===== config.mk =====
export PLATFORM = sky130hd
export DESIGN_NAME = cpu_sequencer
export DESIGN_NICKNAME = d
export VERILOG_FILES = /design/src/rtl/cpu_ctrl_pkg.sv /design/src/rtl/instr_classify.sv /design/src/rtl/cpu_sequencer.sv
export SDC_FILE = /design/constraint.sdc
export NUM_CORES = 1
export LEC_CHECK = 0
export CAP_MARGIN = 20
export CORE_AREA = 2 2 39 41
export CTS_BUF_LIST = sky130_fd_sc_hd__clkbuf_4 sky130_fd_sc_hd__clkbuf_8
export DETAILED_ROUTE_END_ITERATION = 8
export DIE_AREA = 0 0 41 43
export PLACE_DENSITY = 0.71
export SYNTH_ARGS = -nofsm -noshare
export SYNTH_HDL_FRONTEND = slang
export SYNTH_SLANG_ARGS = --single-unit

===== constraint.sdc =====
create_clock -name clk -period 1.05 [get_ports clk]
set_input_delay 0.21 -clock clk [delete_from_list [all_inputs] [get_ports clk]]
set_output_delay 0.21 -clock clk [all_outputs]
set_load 0.005 [all_outputs]

===== src/rtl/cpu_ctrl_pkg.sv =====
// Shared encodings for the CPU control path: states, instruction fields,
// write-back selects, and the instruction-class enumeration.
package cpu_ctrl_pkg;

    typedef enum logic [2:0] {
        ST_IDLE   = 3'd0,
        ST_FETCH  = 3'd1,
        ST_DECODE = 3'd2,
        ST_EXEC   = 3'd3,
        ST_MEM    = 3'd4,
        ST_WB     = 3'd5
    } state_t;

    localparam logic [3:0] OP_MEM    = 4'b0100;
    localparam logic [3:0] OP_BCOND  = 4'b1100;

    localparam logic [3:0] EXT_LOAD  = 4'b0000;
    localparam logic [3:0] EXT_STOR  = 4'b0100;
    localparam logic [3:0] EXT_JAL   = 4'b1000;
    localparam logic [3:0] EXT_JCOND = 4'b1100;

    localparam logic [1:0] WB_ALU = 2'b00;
    localparam logic [1:0] WB_MEM = 2'b01;
    localparam logic [1:0] WB_PC  = 2'b10;

    typedef enum logic [2:0] {
        CLS_ALU   = 3'd0,
        CLS_LOAD  = 3'd1,
        CLS_STOR  = 3'd2,
        CLS_JAL   = 3'd3,
        CLS_JCOND = 3'd4,
        CLS_BCOND = 3'd5,
        CLS_NOP   = 3'd6
    } instr_class_t;

    // Per-cycle control strobes driven by the sequencer.
    typedef struct packed {
        logic       mem_en_a;
        logic       ir_en;
        logic       pc_en;
        logic       pc_load;
        logic       reg_wr_en;
        logic       flags_en;
        logic       mar_en;
        logic       mdr_en;
        logic       mem_we_b;
        logic [1:0] wb_sel;
    } ctrl_t;

endpackage


===== src/rtl/instr_classify.sv =====
// Combinational instruction classifier: opcode [15:12] and ext [7:4]
// select one instruction class.
module instr_classify
    import cpu_ctrl_pkg::*;
(
    input  logic [15:0] instr,
    output logic [2:0]  cls
);

    logic [3:0]   opcode;
    logic [3:0]   ext;
    instr_class_t c;
    logic         unused_bits;

    assign opcode      = instr[15:12];
    assign ext         = instr[7:4];
    assign unused_bits = ^{instr[11:8], instr[3:0]};

    always_comb begin
        c = CLS_ALU;
        if (opcode == OP_BCOND) begin
            c = CLS_BCOND;
        end else if (opcode == OP_MEM) begin
            case (ext)
                EXT_LOAD:  c = CLS_LOAD;
                EXT_STOR:  c = CLS_STOR;
                EXT_JAL:   c = CLS_JAL;
                EXT_JCOND: c = CLS_JCOND;
                default:   c = CLS_NOP;
            endcase
        end
    end

    assign cls = c;

endmodule


===== src/rtl/cpu_sequencer.sv =====
// Multi-cycle CPU control sequencer: FETCH/DECODE/EXEC with optional MEM and
// WB stages; strobes are decoded combinationally from state and instruction.
module cpu_sequencer
    import cpu_ctrl_pkg::*;
(
    input  logic        clk,
    input  logic        reset,
    input  logic        run,
    input  logic [15:0] instr,
    input  logic        cond_true,
    output logic        mem_en_a,
    output logic        ir_en,
    output logic        pc_en,
    output logic        pc_load,
    output logic        reg_wr_en,
    output logic        flags_en,
    output logic        mar_en,
    output logic        mdr_en,
    output logic        mem_we_b,
    output logic [1:0]  wb_sel,
    output logic [2:0]  state
);

    state_t       state_q;
    state_t       state_d;
    ctrl_t        ctrl;
    logic [2:0]   cls_raw;
    instr_class_t cls;

    instr_classify u_classify (
        .instr (instr),
        .cls   (cls_raw)
    );

    assign cls = instr_class_t'(cls_raw);

    always_ff @(posedge clk or posedge reset) begin
        if (reset) state_q <= ST_IDLE;
        else       state_q <= state_d;
    end

    // The last stage of every instruction is the only place run is sampled.
    always_comb begin
        state_d = state_q;
        ctrl    = '0;
        case (state_q)
            ST_IDLE: begin
                if (run) state_d = ST_FETCH;
            end
            ST_FETCH: begin
                ctrl.mem_en_a = 1'b1;
                state_d       = ST_DECODE;
            end
            ST_DECODE: begin
                ctrl.ir_en = 1'b1;
                state_d    = ST_EXEC;
            end
            ST_EXEC: begin
                state_d = run ? ST_FETCH : ST_IDLE;
                case (cls)
                    CLS_ALU: begin
                        ctrl.reg_wr_en = 1'b1;
                        ctrl.flags_en  = 1'b1;
                        ctrl.pc_en     = 1'b1;
                        ctrl.wb_sel    = WB_ALU;
                    end
                    CLS_LOAD: begin
                        ctrl.mar_en = 1'b1;
                        state_d     = ST_MEM;
                    end
                    CLS_STOR: begin
                        ctrl.mar_en = 1'b1;
                        ctrl.mdr_en = 1'b1;
                        state_d     = ST_MEM;
                    end
                    CLS_JAL: begin
                        ctrl.reg_wr_en = 1'b1;
                        ctrl.wb_sel    = WB_PC;
                        ctrl.pc_load   = 1'b1;
                    end
                    CLS_JCOND, CLS_BCOND: begin
                        ctrl.pc_load = cond_true;
                        ctrl.pc_en   = ~cond_true;
                    end
                    default: begin
                        ctrl.pc_en = 1'b1;
                    end
                endcase
            end
            ST_MEM: begin
                if (cls == CLS_STOR) begin
                    ctrl.mem_we_b = 1'b1;
                    ctrl.pc_en    = 1'b1;
                    state_d       = run ? ST_FETCH : ST_IDLE;
                end else begin
                    // LOAD: synchronous read data arrives next cycle
                    state_d = ST_WB;
                end
            end
            ST_WB: begin
                ctrl.reg_wr_en = 1'b1;
                ctrl.wb_sel    = WB_MEM;
                ctrl.pc_en     = 1'b1;
                state_d        = run ? ST_FETCH : ST_IDLE;
            end
            default: begin
                state_d = ST_IDLE;
            end
        endcase
    end

    assign mem_en_a  = ctrl.mem_en_a;
    assign ir_en     = ctrl.ir_en;
    assign pc_en     = ctrl.pc_en;
    assign pc_load   = ctrl.pc_load;
    assign reg_wr_en = ctrl.reg_wr_en;
    assign flags_en  = ctrl.flags_en;
    assign mar_en    = ctrl.mar_en;
    assign mdr_en    = ctrl.mdr_en;
    assign mem_we_b  = ctrl.mem_we_b;
    assign wb_sel    = ctrl.wb_sel;
    assign state     = state_q;

endmodule


Word-level counts from Yosys, hierarchy flattened --
Index checks and enable logic that the tools add are counted.
Operators by class: equal/unequal tests 16, mux-type cells 23, bitwise logic cells 1, reductions and logical operators 7
Operators by type and width (count):
- 3-bit 2-to-1 mux | 6
- 3-bit case mux with 6 select lines | 1
- 3-bit by 2-bit equality test with 1-bit output (second input constant) | 4
- 3-bit equality test (second input constant) | 4
- 4-bit equality test (second input constant) | 3
- 3-bit case mux with 4 select lines | 1
- 1-bit 2-to-1 mux | 9
- 4-bit by 3-bit equality test with 1-bit output (second input constant) | 2
- 3-bit by 1-bit equality test with 1-bit output (second input constant) | 2
- 3-bit zero test | 2
- 1-bit case mux with 2 select lines | 3
- 2-bit OR reduction | 3
- 4-bit zero test | 1
- 2-bit case mux with 2 select lines | 1
- 1-bit case mux with 3 select lines | 1
- 3-bit OR reduction | 1
- 2-bit 2-to-1 mux | 1
- 2-bit inequality test (second input constant) | 1
- 1-bit NOT | 1
Storage, ports and cells: bits in registers 3, output and inout port bits 14, logic and storage cells 48

Logic depth before layout (Yosys ltp) --
Gate-level depths: netlist of the first run.
depth after elaboration 8, mapped depth 3

By module --
A second synthesis of the first run with hierarchy kept.
Second synthesis, totals: cell total of the unflattened synthesis 46, area total of the unflattened synthesis 356.6 sq um
By module, submodules not included:
- cpu_sequencer | times used 1, cells an instance 37, area an instance 295.3 sq um, sequential area each 75.1 sq um
- instr_classify | times used 1, cells an instance 9, area an instance 61.3 sq um, sequential area each 0.0 sq um

Worst setup path after synthesis of the first run --
Ideal clock, no wire load.
path type register to output, start reg state_q[2], in the netlist state[2], end out reg_wr_en, arrival 920 ps, slack -80 ps, stages on the path, launching flop included 4, buffers on the path 0, cells stage by stage dfrtp_1 inv_1 nand3_1 o21ai_0
On the way: longest elaborated chain between the ends 2
RTL lines:
- from (decl) | RTL line cpu_sequencer.sv:24 | state_t state_q;
- from (signal assigned) | RTL line cpu_sequencer.sv:39 | else state_q <= state_d;
- 3-bit equality test / 3-bit by 2-bit equality test with 1-bit output (equally long branches) | RTL line cpu_sequencer.sv:46 | case (state_q)
- 1-bit case mux with 2 select lines (*) | RTL line cpu_sequencer.sv:46
- to (decl) | RTL line cpu_sequencer.sv:15 | output logic reg_wr_en,
Mark *: on every way between the ends. The rest lies on a longest branch, timed or not.

Worst setup path after layout of the first run --
start reg state_q[1], in the netlist state[1], end out pc_en
On the way: longest elaborated chain between the ends 2
RTL lines:
- 3-bit equality test / 3-bit by 2-bit equality test with 1-bit output (equally long branches) | RTL line cpu_sequencer.sv:46
- 1-bit case mux with 3 select lines (*) | RTL line cpu_sequencer.sv:46
- to (decl) | RTL line cpu_sequencer.sv:13 | output logic pc_en,
Marks and branches as above.

==> key figures, run 1 <==
Synthesis
  – Commonest register cell after synthesis: sky130_fd_sc_hd__dfrtp_1
  – Most numerous cell types in the synthesized netlist: 7 x sky130_fd_sc_hd__nor2_1, 5 x sky130_fd_sc_hd__nor2b_1
  – Gate Count Post-Synth: 44
  – Sequential cell area fraction in the yosys report: 22.7%
  – Net count after synthesis: 64
  – Portion of synthesized cell area occupied by the leading cell type: 22.7%
  – Leading cell type by number of instances after synthesis: sky130_fd_sc_hd__nor2_1
  – Most area-consuming cells after synthesis: sky130_fd_sc_hd__dfrtp_1 23%, sky130_fd_sc_hd__nor2b_1 9.5%, sky130_fd_sc_hd__nor2_1 8.0%
  – Unique masters post-synth: 21
  – EDFF count, synth: 0
  – Synth async-reset ratio: 100%
  – Number of warnings reported in the yosys synthesis log: 0
  – Average footprint of a synthesized cell: 7.51 um2
  – Cell taking the most area after synthesis: sky130_fd_sc_hd__dfrtp_1
  – Area of the mapped netlist: 330 um2
  – Flip-flop and latch count after synthesis: 3

Timing
  – Final hold violation count: 0
  – Max-slew violation count: 0
  – Final critical-path setup slack: -0.482 ns
  – Share of the cycle needed by the critical path after routing: 146%
  – Total Neg Setup Slack: -5.29 ns
  – Timing-limited maximum frequency: 653 MHz
  – Setup repair after global routing missed its margin: yes
  – Clk_skew: 0.00375 ns
  – Tightest Pin Transition: 0.256 ns
  – Final Critical Period: 1.53 ns
  – Setup violators final: 16
  – Relative slew margins: 82.9%

Global route
  – Most used routing layer: met2
  – Antenna violations before repair: 0
  – All-Layer GR Usage: 20.2%
  – Met2 usage in global routing: 35.9%
  – Total global routing overflow: 0
  – Number of global-route vias before repair: 584
  – Met1 track demand over resource: 19.2%
  – Met3 global-route usage: 6.28%
  – Wire length of the first global-routing pass: 2.43 mm
  – Maximum number of pins on one net before global-route repair: 7

Clocking
  – Hold buffer count at CTS: 0
  – TritonCTS Sinks: 3
  – Maximum level of the CTS H-tree: 1
  – TritonCTS clock tree: done
  – CTS clock-pin slew for the worst setup and hold paths: 0.04 ns
  – Inserted Clock Buffers: 3
  – Largest buffer count on any clock path: 2
  – Root buffer cell: sky130_fd_sc_hd__clkbuf_4
  – Clock latency at the later pin of the worst-skew pair: 0.25 ns

Floorplanning
  – I/O Pins: 34
  – Die Y: 43 um
  – Starting Density: 23.9%
  – Die ar.: 0.00176 mm2
  – Die W: 41 um
  – Total number of placement rows: 14
  – Placeable core area: 0.00138 mm2

Finish
  – Area used by multi-input combinational logic: 357 um2
  – Reg area: 77.6 um2
  – Largest register FFs: 3
  – Area grow syn2layout: 187%
  – Net count reported at finish: 124
  – # fillers: 101
  – Antenna cell count: 0
  – Layout cells sized above 1: 72.8%

Pwr
  – Worst vdd rail ir drop: 515 uV
  – PD cells: 1600 mW/mm2
  – Static leakage: 0.484 nW
  – Post-layout total power: 1.51 mW

Placement
  – Routability-driven placement congestion ratio: 0.785
  – Port Buffers: 25
  – DPL Wire Length: 873 um

Detailed routing
  – Detailed Route WL: 1.76 mm
  – DRT iter0 DRCs: 14
  – Routed vias: 606
  – DRT Pass-1 Iters: 4
  – DRC violations left: 0
  – Number of nets with antenna violations after routing: 0
  – Mean routed wirelength per cell: 14.8 um
  – Routed via count divided by cell count: 5.09

Hold path
  – Hold/Removal Path Class: in2async

Critical path
  – Worst Reg2Reg Path Length in Cells: 6
  – Worst-path fanout max: 3
  – Crit path launch type: flip-flop
  – Data arrival, critical path: 1.32 ns
  – Category of the worst setup path capture point: output pin
  – Worst Path Class, Setup: reg2out
  – CP Data Required Time: 0.84 ns

Status
  – Run status: finished with violations
  – Violations in the final reports: negative setup slack

Flow run
  – Max-cap violation count: 0
==> cells by family (layout without fill, tap and decap cells) <==
kind of cell / after synthesis / count (layout) / synth area share [%]
flip-flops: 3 / 3 / 22.7
AO/OA/AOI/OAI: 10 / 10 / 22.4
AND/OR/NAND/NOR: 28 / 28 / 51.5
buffers and inverters: 3 / 62 / 3.41
==> worst max-delay path, stage by stage (launching register included) <==
cell	delay [ns]
sky130_fd_sc_hd__dfrtp_2	0.43
sky130_fd_sc_hd__nor2b_2	0.17
sky130_fd_sc_hd__buf_4	0.14
sky130_fd_sc_hd__nand4_1	0.09
sky130_fd_sc_hd__o211ai_1	0.11
sky130_fd_sc_hd__buf_2	0.14
==> layout by cell type (no fill, tap or decap), types with 2 or more instances in the layout <==
master	Yosys	routed
sky130_fd_sc_hd__clkdlybuf4s15_2	0	2
sky130_fd_sc_hd__buf_6	0	11
sky130_fd_sc_hd__clkdlybuf4s50_1	0	3
sky130_fd_sc_hd__buf_2	0	12
sky130_fd_sc_hd__nor2b_2	0	2
sky130_fd_sc_hd__clkbuf_4	0	4
sky130_fd_sc_hd__a21oi_1	2	2
sky130_fd_sc_hd__nor3_4	0	2
sky130_fd_sc_hd__dfrtp_2	0	2
sky130_fd_sc_hd__dlygate4sd2_1	0	3
sky130_fd_sc_hd__nor2_1	7	5
sky130_fd_sc_hd__buf_4	0	21
sky130_fd_sc_hd__inv_1	3	2
sky130_fd_sc_hd__nor3b_4	0	3
sky130_fd_sc_hd__nor2_2	0	2
sky130_fd_sc_hd__nor2b_1	5	2
sky130_fd_sc_hd__nand4_1	3	3
==> stage by stage <==
| stage | util [%] | setup WS [ns] | hold WS, ns | instances | cell area (um2) |
|---|---|---|---|---|---|
| 3_5_place_dp | 49.3 | -1.09 | 0.387 | 93 | 682 |
| 5_1_grt | 68.5 | -0.568 | 0.173 | 119 | 948 |
| 4_1_cts | 65.2 | -0.417 | 0.133 | 117 | 902 |
| 2_1_floorplan | - | -0.00646 | -0.0364 | 44 | 352 |
| 3_3_place_gp | 49.3 | -1.07 | 0.384 | 93 | 682 |
| 6_report | 68.5 | -0.482 | 0.133 | 119 | 948 |
==> final timing paths <==
check / startpoint / to / slack [ns]
max: state[1]$_DFFE_PP0P_ / pc_en / -0.48
min: reset / state[2]$_DFFE_PP0P_ / 0.13
max reg2reg: state[0]$_DFFE_PP0P_ / state[0]$_DFFE_PP0P_ / -0.29
min reg2reg: state[2]$_DFFE_PP0P_ / state[2]$_DFFE_PP0P_ / 0.70
max in group asynchronous: reset / state[1]$_DFFE_PP0P_ / 0.77
min in group clk: instr[13] / state[2]$_DFFE_PP0P_ / 0.48
==> report_power, final <==
part	total, mW	leakage (nW)	switching [mW]	internal, mW
sequential	0.221	0.0359	0.0558	0.165
clock	0.245	0.0184	0.0756	0.169
combinational	1.05	0.429	0.418	0.630
==> routing by layer <==
metal  wire [um]  vias to the layer above
met2         992                       25
met5           0                        -
met3          99                        8
li1            -                      282
met1         598                      291
met4          71                        0
==> layout make-up <==
class / count / share of cell area [%]
Sequential cell: 3 / 8.18
Inverter: 3 / 1.19
Timing Repair Buffer: 55 / 47.8
Clock buffer: 4 / 3.17
Multi-Input combinational cell: 38 / 37.6
Tap cell: 16 / 2.11
==> what timing repair did <==
action                     CTS  global route
setup endpoints to repair   17            16
buffers inserted            22             3
pin swaps                   20             7
resized for setup          101            11
(Power assumes the default switching activity.)
==> run 2, diff against run 1 <==
CORE_AREA = default   (was 2 2 39 41)
CORE_UTILIZATION = 27   (was default)
DIE_AREA = default   (was 0 0 41 43)
PLACE_DENSITY = 0.73   (was 0.71)
SYNTH_HIERARCHICAL = 1   (was default)
==> run 2 against run 1 <==
  * The flow still finishes with violations (negative setup slack)
  * Global-route usage grew 7.1 points
  * Die area fell by 17%
  * Clock skew rose by 0.0027 ns
  * Power rose by 32%
  * Critical endpoint unchanged
  * Largest power group unchanged
==> key figures, run 2 <==
Finish
  – Non-filler instance count after layout: 129 (+8.4%)
  – Commonest cells after routing, fill and taps aside: 26 x sky130_fd_sc_hd__buf_4, 21 x sky130_fd_sc_hd__buf_6, 12 x sky130_fd_sc_hd__buf_2
  – Finished Core Util: 92.5% (+24 points)
  – Largest register FFs: 3 (unchanged)
  – Net count reported at finish: 136 (+9.7%)
  – Leading cell type in the layout, fill and taps excluded: sky130_fd_sc_hd__buf_4
  – Layout cells sized above 1: 76.5% (+3.7 points)
  – Antenna cell count: 0 (unchanged)
  – Area grow syn2layout: 204%

Synthesis
  – Most area-consuming cells after synthesis: sky130_fd_sc_hd__dfrtp_1 21%, sky130_fd_sc_hd__a211oi_2 7.0%, sky130_fd_sc_hd__nor2_1 6.3%
  – Cell taking the most area after synthesis: sky130_fd_sc_hd__dfrtp_1
  – EDFF count, synth: 0 (unchanged)
  – Most numerous cell types in the synthesized netlist: 6 x sky130_fd_sc_hd__nor2_1, 3 x sky130_fd_sc_hd__a21oi_1, 3 x sky130_fd_sc_hd__dfrtp_1, 3 x sky130_fd_sc_hd__inv_1, 3 x sky130_fd_sc_hd__nor3_1
  – Leading cell type by number of instances after synthesis: sky130_fd_sc_hd__nor2_1
  – Area of the mapped netlist: 357 um2 (+8.0%)
  – Unique masters post-synth: 27 (+29%)
  – Commonest register cell after synthesis: sky130_fd_sc_hd__dfrtp_1
  – Synth async-reset ratio: 100% (unchanged)
  – Number of warnings reported in the yosys synthesis log: 6 (+6)
  – Average footprint of a synthesized cell: 7.75 um2 (+3.3%)
  – Gate Count Post-Synth: 46 (+4.5%)
  – Sequential cell area fraction in the yosys report: 21.1% (-1.7 points)
  – Flip-flop and latch count after synthesis: 3 (unchanged)
  – Net count after synthesis: 66 (+3.1%)
  – Portion of synthesized cell area occupied by the leading cell type: 21.1% (-1.7 points)

Critical path
  – Crit path launch type: input pin
  – Worst setup slack for register-to-register paths: -0.36 ns (-0.07 ns)
  – Worst Reg2Reg Path Length in Cells: 5 (-1)
  – End point of the critical path: pc_en
  – Worst Path Class, Setup: in2out
  – Startpoint of the worst register-to-register path: state[1]$_DFFE_PP0P_
  – End of the worst register-to-register path: state[0]$_DFFE_PP0P_
  – Data arrival, critical path: 1.85 ns (+0.53 ns)
  – Category of the worst setup path capture point: output pin
  – Worst-path fanout max: 2 (-1)
  – Setup crit start: instr[13]
  – CP Data Required Time: 0.84 ns (about the same)

Detailed routing
  – DRC violations left: 0 (unchanged)
  – DRT iter0 DRCs: 22 (+8)
  – Detailed Route WL: 2.42 mm (+37%)
  – Routed vias: 721 (+19%)
  – Number of nets with antenna violations after routing: 0 (unchanged)
  – Mean routed wirelength per cell: 18.7 um (+27%)
  – DRT Pass-1 Iters: 4 (unchanged)
  – Routed via count divided by cell count: 5.59 (+9.8%)

Clocking
  – Largest buffer count on any clock path: 2 (unchanged)
  – Hold buffer count at CTS: 0 (unchanged)
  – Maximum level of the CTS H-tree: 1 (unchanged)
  – Clock latency at the later pin of the worst-skew pair: 0.24 ns (about the same)
  – TritonCTS Sinks: 3 (unchanged)
  – TritonCTS clock tree: done
  – Root buffer cell: sky130_fd_sc_hd__clkbuf_4
  – CTS clock-pin slew for the worst setup and hold paths: 0.04 ns (about the same)
  – Inserted Clock Buffers: 3 (unchanged)

Timing
  – Tightest Pin Transition: 0.234 ns (-0.0224 ns)
  – Clk_skew: 0.00644 ns (+0.00268 ns)
  – Setup repair after global routing missed its margin: yes
  – Max-slew violation count: 0 (unchanged)
  – Final hold violation count: 0 (unchanged)
  – Timing-limited maximum frequency: 486 MHz (-26%)
  – Final critical-path setup slack: -1.01 ns (-0.526 ns)
  – Post-route worst hold slack: 0.150 ns (+0.0172 ns)
  – Setup violators final: 17 (+1)
  – Relative slew margins: 84.3% (+1.5 points)
  – Share of the cycle needed by the critical path after routing: 196% (+50 points)
  – Final Critical Period: 2.06 ns (+0.526 ns)

Placement
  – Worst setup slack after placement: -1.57 ns (-0.480 ns)
  – Port Buffers: 25 (unchanged)
  – Cell count after placement: 99 (+6.5%)
  – Routability-driven placement congestion ratio: 0.699 (-11%)
  – DPL Wire Length: 870 um (-0.33%)

Global route
  – All-Layer GR Usage: 27.4% (+7.1 points)
  – Maximum number of pins on one net before global-route repair: 9 (+2)
  – Antenna violations before repair: 0 (unchanged)
  – Number of global-route vias before repair: 680 (+16%)
  – Wire length of the first global-routing pass: 2.69 mm (+11%)
  – Total global routing overflow: 0 (unchanged)

Pwr
  – Worst vdd rail ir drop: 903 uV (+75%)
  – PD cells: 1840 mW/mm2 (+15%)
  – Static leakage: 0.526 nW (+8.9%)

Floorplanning
  – I/O Pins: 34 (unchanged)
  – Placeable core area: 0.00117 mm2 (-15%)
  – Die Y: 38.3 um (-11%)
  – Die W: 38.3 um (-6.5%)
  – Total number of placement rows: 12 (-2)
  – Starting Density: 30.4% (+6.6 points)
  – Die ar.: 0.00147 mm2 (-17%)

Flow run
  – Max-cap violation count: 0 (unchanged)

Status
  – Run status: finished with violations
  – Violations in the final reports: negative setup slack

Hold path
  – Hold/Removal Path Class: in2async
## run 2: layer usage
| metal | GRT usage, % | part of all wire [%] |
|---|---|---|
| met3 | 4.07 | 6.9 |
| met5 | 0 | 0 |
| met1 | 22.5 | 35 |
| met4 | 20.7 | 6.4 |
| met2 | 55.9 | 51 |
## run 2: cell families (layout without fill, tap and decap cells)
kind of cell              Yosys count  count (layout)  share of synthesized area [%]
xor gates and xnor gates            2               2                           4.91
AOI/OAI and AO/OA                  14              14                           29.8
DFF                                 3               3                           21.1
buffers and inverters               5              74                           7.72
and+or+nand+nor                    22              22                           36.5
## run 2: through the flow
stage / setup TNS [ns] / power [mW] / instance area [um2]
final: -10.30 / 2.00 / 1080
after global routing: -10.99 / 2.06 / 1080
after detailed placement: -15.48 / 1.05 / 736
after CTS: -9.24 / 1.69 / 1000
after global placement: -15.20 / 1.03 / 736
after floorplan: -5.11 / 0.561 / 373
## run 2: power by group
part	total, mW	internal (mW)	switching, mW
registers	0.199	0.161	0.0380
clock network	0.239	0.169	0.0702
logic	1.56	0.890	0.668
## run 2: layout make-up
class                   instances  area, um2
repair buffers                 67        572
multi-input cells              38        373
fillers                        44       87.6
clock buffers                   4       30.0
well taps                      14       17.5
inverters                       3       16.3
flip-flops and latches          3       75.1
## run 2: critical path, cell delays in order
cell and delay (ns):
sky130_fd_sc_hd__buf_6 0.09, sky130_fd_sc_hd__or3b_4 0.40, sky130_fd_sc_hd__a211oi_4 0.21, sky130_fd_sc_hd__or3b_4 0.43, sky130_fd_sc_hd__buf_6 0.13, sky130_fd_sc_hd__a21o_4 0.19, sky130_fd_sc_hd__o21ai_2 0.05, sky130_fd_sc_hd__buf_2 0.13
## run 2: repair_timing
| item | CTS | global route |
|---|---|---|
| pin swaps | 11 | 9 |
| hold endpoints to repair | 0 | 0 |
| resized for setup | 112 | 11 |
| gates cloned | 0 | 0 |
| endpoints found under the setup margin | 17 | 17 |
| buffers inserted | 19 | 10 |
## run 2: worst min path at each step
stage | slack (ns) | cells after the start | to | startpoint
floorplan | -0.04 | 1 | state[0]$_DFFE_PP0P_ | reset
global placement | 0.39 | 2 | state[0]$_DFFE_PP0P_ | reset
detailed placement | 0.39 | 2 | state[1]$_DFFE_PP0P_ | reset
CTS | 0.15 | 2 | state[1]$_DFFE_PP0P_ | reset
global route | 0.17 | 2 | state[1]$_DFFE_PP0P_ | reset
finish | 0.15 | 2 | state[1]$_DFFE_PP0P_ | reset
